`src/rtl/bus_arbiter.sv`:
```
// Two-master system-bus arbiter: registered IDLE/GNT_M0/GNT_M1 FSM plus owner mux.
// Define BUS_ARB_TIMEOUT_EN to build the grant hold-limit counter (MAX_HOLD cycles).
module bus_arbiter #(
  parameter int ADDR_W   = 16,
  parameter int DATA_W   = 32,
  parameter int RR_EN    = 0,
  parameter int MAX_HOLD = 16
) (
  input  logic              clk,
  input  logic              reset_n,
  input  logic              m0_req,
  input  logic [ADDR_W-1:0] m0_addr,
  input  logic              m0_wr,
  input  logic [DATA_W-1:0] m0_wdata,
  input  logic              m1_req,
  input  logic [ADDR_W-1:0] m1_addr,
  input  logic              m1_wr,
  input  logic [DATA_W-1:0] m1_wdata,
  output logic              m0_grant,
  output logic              m1_grant,
  output logic              m_req,
  output logic [ADDR_W-1:0] m_addr,
  output logic              m_wr,
  output logic [DATA_W-1:0] m_wdata,
  output logic              arb_timeout
);

  typedef enum logic [1:0] {
    IDLE   = 2'd0,
    GNT_M0 = 2'd1,
    GNT_M1 = 2'd2
  } state_t;

  state_t state;
  state_t nxt;
  logic   last_m1;  // 1: master 1 was granted most recently

`ifdef BUS_ARB_TIMEOUT_EN
  localparam int              CNT_W   = $clog2(MAX_HOLD);
  localparam logic [CNT_W-1:0] CNT_MAX = CNT_W'(MAX_HOLD - 1);

  logic [CNT_W-1:0] hold_cnt;
  logic             hold_sat;
  logic             tmo_nxt;

  assign hold_sat = (hold_cnt == CNT_MAX);
`endif

  always_comb begin
    nxt = state;
`ifdef BUS_ARB_TIMEOUT_EN
    tmo_nxt = 1'b0;
`endif
    case (state)
      IDLE: begin
        if (m0_req && m1_req)
          nxt = ((RR_EN != 0) && !last_m1) ? GNT_M1 : GNT_M0;
        else if (m0_req)
          nxt = GNT_M0;
        else if (m1_req)
          nxt = GNT_M1;
      end
      GNT_M0: begin
        if (!m0_req)
          nxt = m1_req ? GNT_M1 : IDLE;
`ifdef BUS_ARB_TIMEOUT_EN
        else if (hold_sat && m1_req) begin
          nxt     = GNT_M1;
          tmo_nxt = 1'b1;
        end
`endif
      end
      GNT_M1: begin
        if (!m1_req)
          nxt = m0_req ? GNT_M0 : IDLE;
`ifdef BUS_ARB_TIMEOUT_EN
        else if (hold_sat && m0_req) begin
          nxt     = GNT_M0;
          tmo_nxt = 1'b1;
        end
`endif
      end
      default: nxt = IDLE;
    endcase
  end

  always_ff @(posedge clk or negedge reset_n) begin
    if (!reset_n) begin
      state    <= IDLE;
      m0_grant <= 1'b0;
      m1_grant <= 1'b0;
      last_m1  <= 1'b1;
`ifdef BUS_ARB_TIMEOUT_EN
      hold_cnt    <= '0;
      arb_timeout <= 1'b0;
`endif
    end else begin
      state    <= nxt;
      m0_grant <= (nxt == GNT_M0);
      m1_grant <= (nxt == GNT_M1);
      if (nxt == GNT_M0)
        last_m1 <= 1'b0;
      else if (nxt == GNT_M1)
        last_m1 <= 1'b1;
`ifdef BUS_ARB_TIMEOUT_EN
      arb_timeout <= tmo_nxt;
      if (nxt != state)
        hold_cnt <= '0;
      else if (state != IDLE && !hold_sat)
        hold_cnt <= hold_cnt + 1'b1;
`endif
    end
  end

`ifndef BUS_ARB_TIMEOUT_EN
  assign arb_timeout = 1'b0;
`endif

  // Owner mux follows the live request so m_req drops the cycle the owner releases.
  always_comb begin
    m_req   = 1'b0;
    m_addr  = '0;
    m_wr    = 1'b0;
    m_wdata = '0;
    case (state)
      GNT_M0: begin
        m_req   = m0_req;
        m_addr  = m0_addr;
        m_wr    = m0_wr;
        m_wdata = m0_wdata;
      end
      GNT_M1: begin
        m_req   = m1_req;
        m_addr  = m1_addr;
        m_wr    = m1_wr;
        m_wdata = m1_wdata;
      end
      default: ;
    endcase
  end

endmodule

```
`config.mk`:
```
export PLATFORM = sky130hd
export DESIGN_NAME = bus_arbiter
export DESIGN_NICKNAME = d
export VERILOG_FILES = /design/src/rtl/bus_arbiter.sv
export SDC_FILE = /design/constraint.sdc
export NUM_CORES = 1
export LEC_CHECK = 0
export ABC_AREA = 1
export BUFFER_PORTS_ARGS = -buffer_cell sky130_fd_sc_hd__buf_2
export CORE_MARGIN = 4
export CORE_UTILIZATION = 29
export CTS_BUF_LIST = sky130_fd_sc_hd__clkbuf_16
export CTS_CLUSTER_SIZE = 40
export DETAILED_ROUTE_END_ITERATION = 7
export PLACE_DENSITY = 0.81
export SLEW_MARGIN = 15
export SYNTH_ARGS = -nofsm -noshare
export SYNTH_HDL_FRONTEND = slang
export SYNTH_SLANG_ARGS = --single-unit
export TNS_END_PERCENT = 5
```
`constraint.sdc`:
```
create_clock -name clk -period 1.4 [get_ports clk]
set_input_delay 0 -clock clk [delete_from_list [all_inputs] [get_ports clk]]
set_output_delay 0 -clock clk [all_outputs]
set_load 0.02 [all_outputs]
```
### Yosys cells after proc, flatten, opt, wreduce, memory -nomap -nowiden

Index checks and enable logic that the tools add are counted.

* bits in registers: 4
* bits in latches: 0
* memory bits (writable): 0
* bits in read-only memories: 0
* output and inout bits: 53
* memories: 0

* $add $sub $neg: 0
* $mul: 0
* div/mod/pow operators: 0
* order comparisons: 0
* equality and inequality tests: 4
* shifts and indexed selects: 0
* multiplexer cells: 12
* bitwise gates (word level): 0
* reduce and logical (&&, ||, !) cells: 2

Operators by type and width (count)
* $pmux W32 S2: 1
* $pmux W16 S2: 1
* $mux W2: 6
* $pmux W2 S3: 1
* $eq A2 B1 Y1 const B: 2
* $eq A2 B2 Y1 const B: 2
* $pmux W1 S2: 2
* $logic_not A2 Y1: 1
* $logic_and A1 B1 Y1: 1
* $mux W1: 1

### Depth between registers and ports, before layout

* depth in word-level cells: 5
* gate-level depth with buffers: 9

### Least setup slack after synthesis

No wires, ideal clock.

* kind: register -> output
* start: reg state[1]
* end: out m_addr[10]
* arrival: 1435 ps
* required time: 1400 ps
* path slack: -35 ps
* cell stages (with the launch flop): 8
* path buffers: 3
* path through: dfrtp_1 -> inv_1 -> ha_1 -> buf_2 -> buf_6 -> buf_6 -> nand2_1 -> a21oi_1

* cells in the longest elaborated chain, start to end: 2
* elaborated cells between the ends (all ways): 3
* classes of those cells: 2 x eq/ne; 1 x mux

Ends and longest elaborated chain
* start, declared: line 34 `state_t state;`
* start signal, assigned: line 98 `state <= nxt;`
* $eq A2 B2 Y1 or $eq A2 B1 Y1 (tied branches): line 125 `case (state)`
* $pmux W16 S2 (*): line 125
* end, declared: line 22 `output logic [ADDR_W-1:0] m_addr,`

Every way passes the cells marked *; elsewhere a longest branch is shown, timed or not.

### Worst setup path after layout

* start: reg state[0]
* end: out m_addr[11]

The elaborated chain is that of the path after synthesis.

==> key figures <==
Outcome
  • Status: complete, but fails checks
  • Failing checks: setup timing

Global route
  • Most crowded layer after global routing: met2
  • GR Util met3: 0.03204
  • GRT Total Usage: 0.2143
  • Pin count of the biggest net entering global routing: 27
  • M1 GR Usage: 0.2312
  • Total congestion overflow: 0
  • Vias in the first global route: ~1.8k
  • Antenna violations before repair: 0
  • Global-route wire length before repair: about 7600 um
  • Met2 usage: 0.4123

Layout
  • Area grow syn2layout: 140.8%
  • Post-layout util: 0.7247
  • Commonest non-fill, non-tap cells in the layout: nand2_1 (113), buf_2 (103), a21oi_2 (48), buf_4 (29), buf_6 (25)
  • Most common cell after layout, fill and taps aside: nand2_1
  • # nets final: roughly 470
  • Antenna diodes: 0
  • Share of layout cells above drive strength 1: 0.6292

Floorplanning
  • Die area: between 4000 and 5000 um^2
  • Core box area: 3363 um^2
  • Die width: 67.08 um
  • Initial Utilization: 0.3010
  • Cell row count: 21
  • Top Ports: roughly 160
  • DIE HEIGHT: 67.08 um

Clocking
  • Clk sink count: 4
  • Clk buf depth: 2
  • Clock latency at the later pin of the worst-skew pair: between 0.2 and 0.25 ns
  • Clock Tree Root: clkbuf_16
  • Num CTS Buffers: 3
  • CTS tree: yes
  • Clk slew on worst S/H paths: about 0.030 ns
  • Max H-tree Level: 1

STA
  • Final setup vio count: 50
  • Fin. max-slew vios: 0
  • Count of final hold-check violations: 0
  • Final min period: ~1.5 ns
  • Setup ws final: -0.1308 ns
  • RSZ-0062 raised after global routing: true
  • FMAX: roughly 650 MHz
  • Final period util: 1.093
  • Final clock skew: between 0.0005 and 0.0006 ns

Placement
  • Port bufs: roughly 150
  • Final GP Congestion: around 0.84
  • Dpl hpwl: about 3700 um
  • Pre-CTS worst setup slack: 0.01718 ns

Critical path
  • R2r endpoint: m1_grant
  • R2R Path Start: state[0]
  • CP required: approximately 1.4 ns
  • Worst setup EP type: output pin
  • Worst-path fanout max: 22
  • Critical path class: flop to output pin
  • CP arrival: 1.53 ns
  • Setup slack, reg-to-reg: about 0.060 ns
  • R2R depth: 8
  • CP startpoint kind: flop

Power and ir drop
  • Total power: ~5800 uW
  • Power per cell area: approximately 2400 nW/um^2
  • Static leakage: 0.001177 uW
  • VDD IR max: approximately 0.002 V

Route
  • Total number of vias: roughly 1.9k
  • Avg Vias per Cell: between 4 and 5
  • Initial drt markers: 96
  • Post-route ant nets: 0
  • WL/cell: ~14 um
  • DRT Pass-1 Iters: 5
  • Drt drc: 0
  • Final WL: ~5400 um

Hold path
  • Hold Crit Class: input port to asynchronous set/reset pin

Synthesis
  • Yosys top cell area share: 0.4265
  • Netlist cell types: 14
  • Seq/Total Area, Yosys: 0.09889
  • Synth warn: 0
  • Seq cells post-synth: 4
  • Mapped Nets: roughly 310
  • Main area contributors after synthesis: nand2_1 (43%), a21oi_1 (25%), dfrtp_1 (9.9%)
  • Mapped cell area: around 1000 um^2
  • Syn avg cell area: between 4 and 5 um^2
  • Cell count after synthesis: approximately 200
  • Synth area leader: nand2_1

Job
  • Max cap viols: 0
-- what timing repair did --
| action | in CTS | in global routing |
|---|---|---|
| setup endpoints to repair | 51 | 54 |
| pin swaps | 0 | 4 |
| hold buffers | 1 | 0 |
| endpoints found under the hold margin | 4 | 0 |
| gates cloned | 1 | 0 |
| setup buffers | 0 | 1 |
| gates resized for setup | 93 | 41 |
-- metrics by stage --
stage               hold slack (ns)  instance area (um^2)  setup TNS (ns)  instances
finish                       0.1097                  2437          -5.088        402
global route                 0.1373                  2437          -7.777        402
CTS                          0.1161                  2275          -4.696        401
detailed placement          -0.1863                  1876               0        396
global placement            -0.1937                  1876               0        396
floorplan                   -0.2956                  1016         -0.2991        205
-- report_power, final --
group / leakage [uW] / internal, uW / switching, uW
Clock: 0.0000370 / 365 / 81.6
Sequential: 0.0000516 / 170 / 33.6
Combinational: 0.00109 / 2210 / 2970
Total: 0.00118 / 2750 / 3090
-- how the worst max path moves through the flow --
| stage | endpoint | depth (start not counted) | slack (ns) | startpoint |
|---|---|---|---|---|
| 5_1_grt | m_wdata[12] | 6 | -0.18 | state[1] |
| 3_5_place_dp | m1_grant | 8 | 0.02 | state[1] |
| 2_1_floorplan | m_addr[11] | 7 | -0.04 | state[1] |
| 3_3_place_gp | m_addr[1] | 6 | 0.04 | state[0] |
| 4_1_cts | m_wdata[2] | 7 | -0.12 | state[0] |
| 6_report | m_addr[11] | 7 | -0.13 | state[0] |
-- cells in the mapped netlist (all sizes together) --
cell and n:
a21oi 50, buf 12, clkbuf 5, conb 1, dfrtp 4, ha 5, inv 8, nand2 115
nand3 2, nand3b 1, nor2 2
-- routing by layer --
layer,wire length (um),vias to the layer above
li1,-,949
met1,1890,871
met2,2948,97
met3,514,12
met4,91,0
met5,0,-
-- sequential cells by signal, summed over array words and instances (netlist names) --
signal,count
m0_grant,1
m1_grant,1
state,2
-- area by class of cell --
cell class                 instances  area (um^2)
sequential                         4        100.1
multi-input combinational        176        997.2
timing repair buffer             165         1172
inverter                           8        35.03
fill                             266        925.9
tap                               46        57.56
clock buffer                       3        75.07
-- critical path, cell delays in order (launching register included) --
cell     delay, ns
dfrtp_1       0.36
inv_2         0.05
buf_4         0.14
ha_4          0.27
inv_6         0.05
buf_12        0.16
a21oi_1       0.12
buf_4         0.16
-- kinds of logic after synthesis --
| group | Yosys count | synth area share |
|---|---|---|
| AO/OA/AOI/OAI | 50 | 0.2472 |
| adder cells (fa/ha/maj) | 5 | 0.06180 |
| buffers and inverters | 25 | 0.1372 |
| flip-flops | 4 | 0.09889 |
| other | 1 | 0.003705 |
| AND/OR/NAND/NOR | 120 | 0.4512 |
Note: power is estimated with default switching activity, not from simulation.
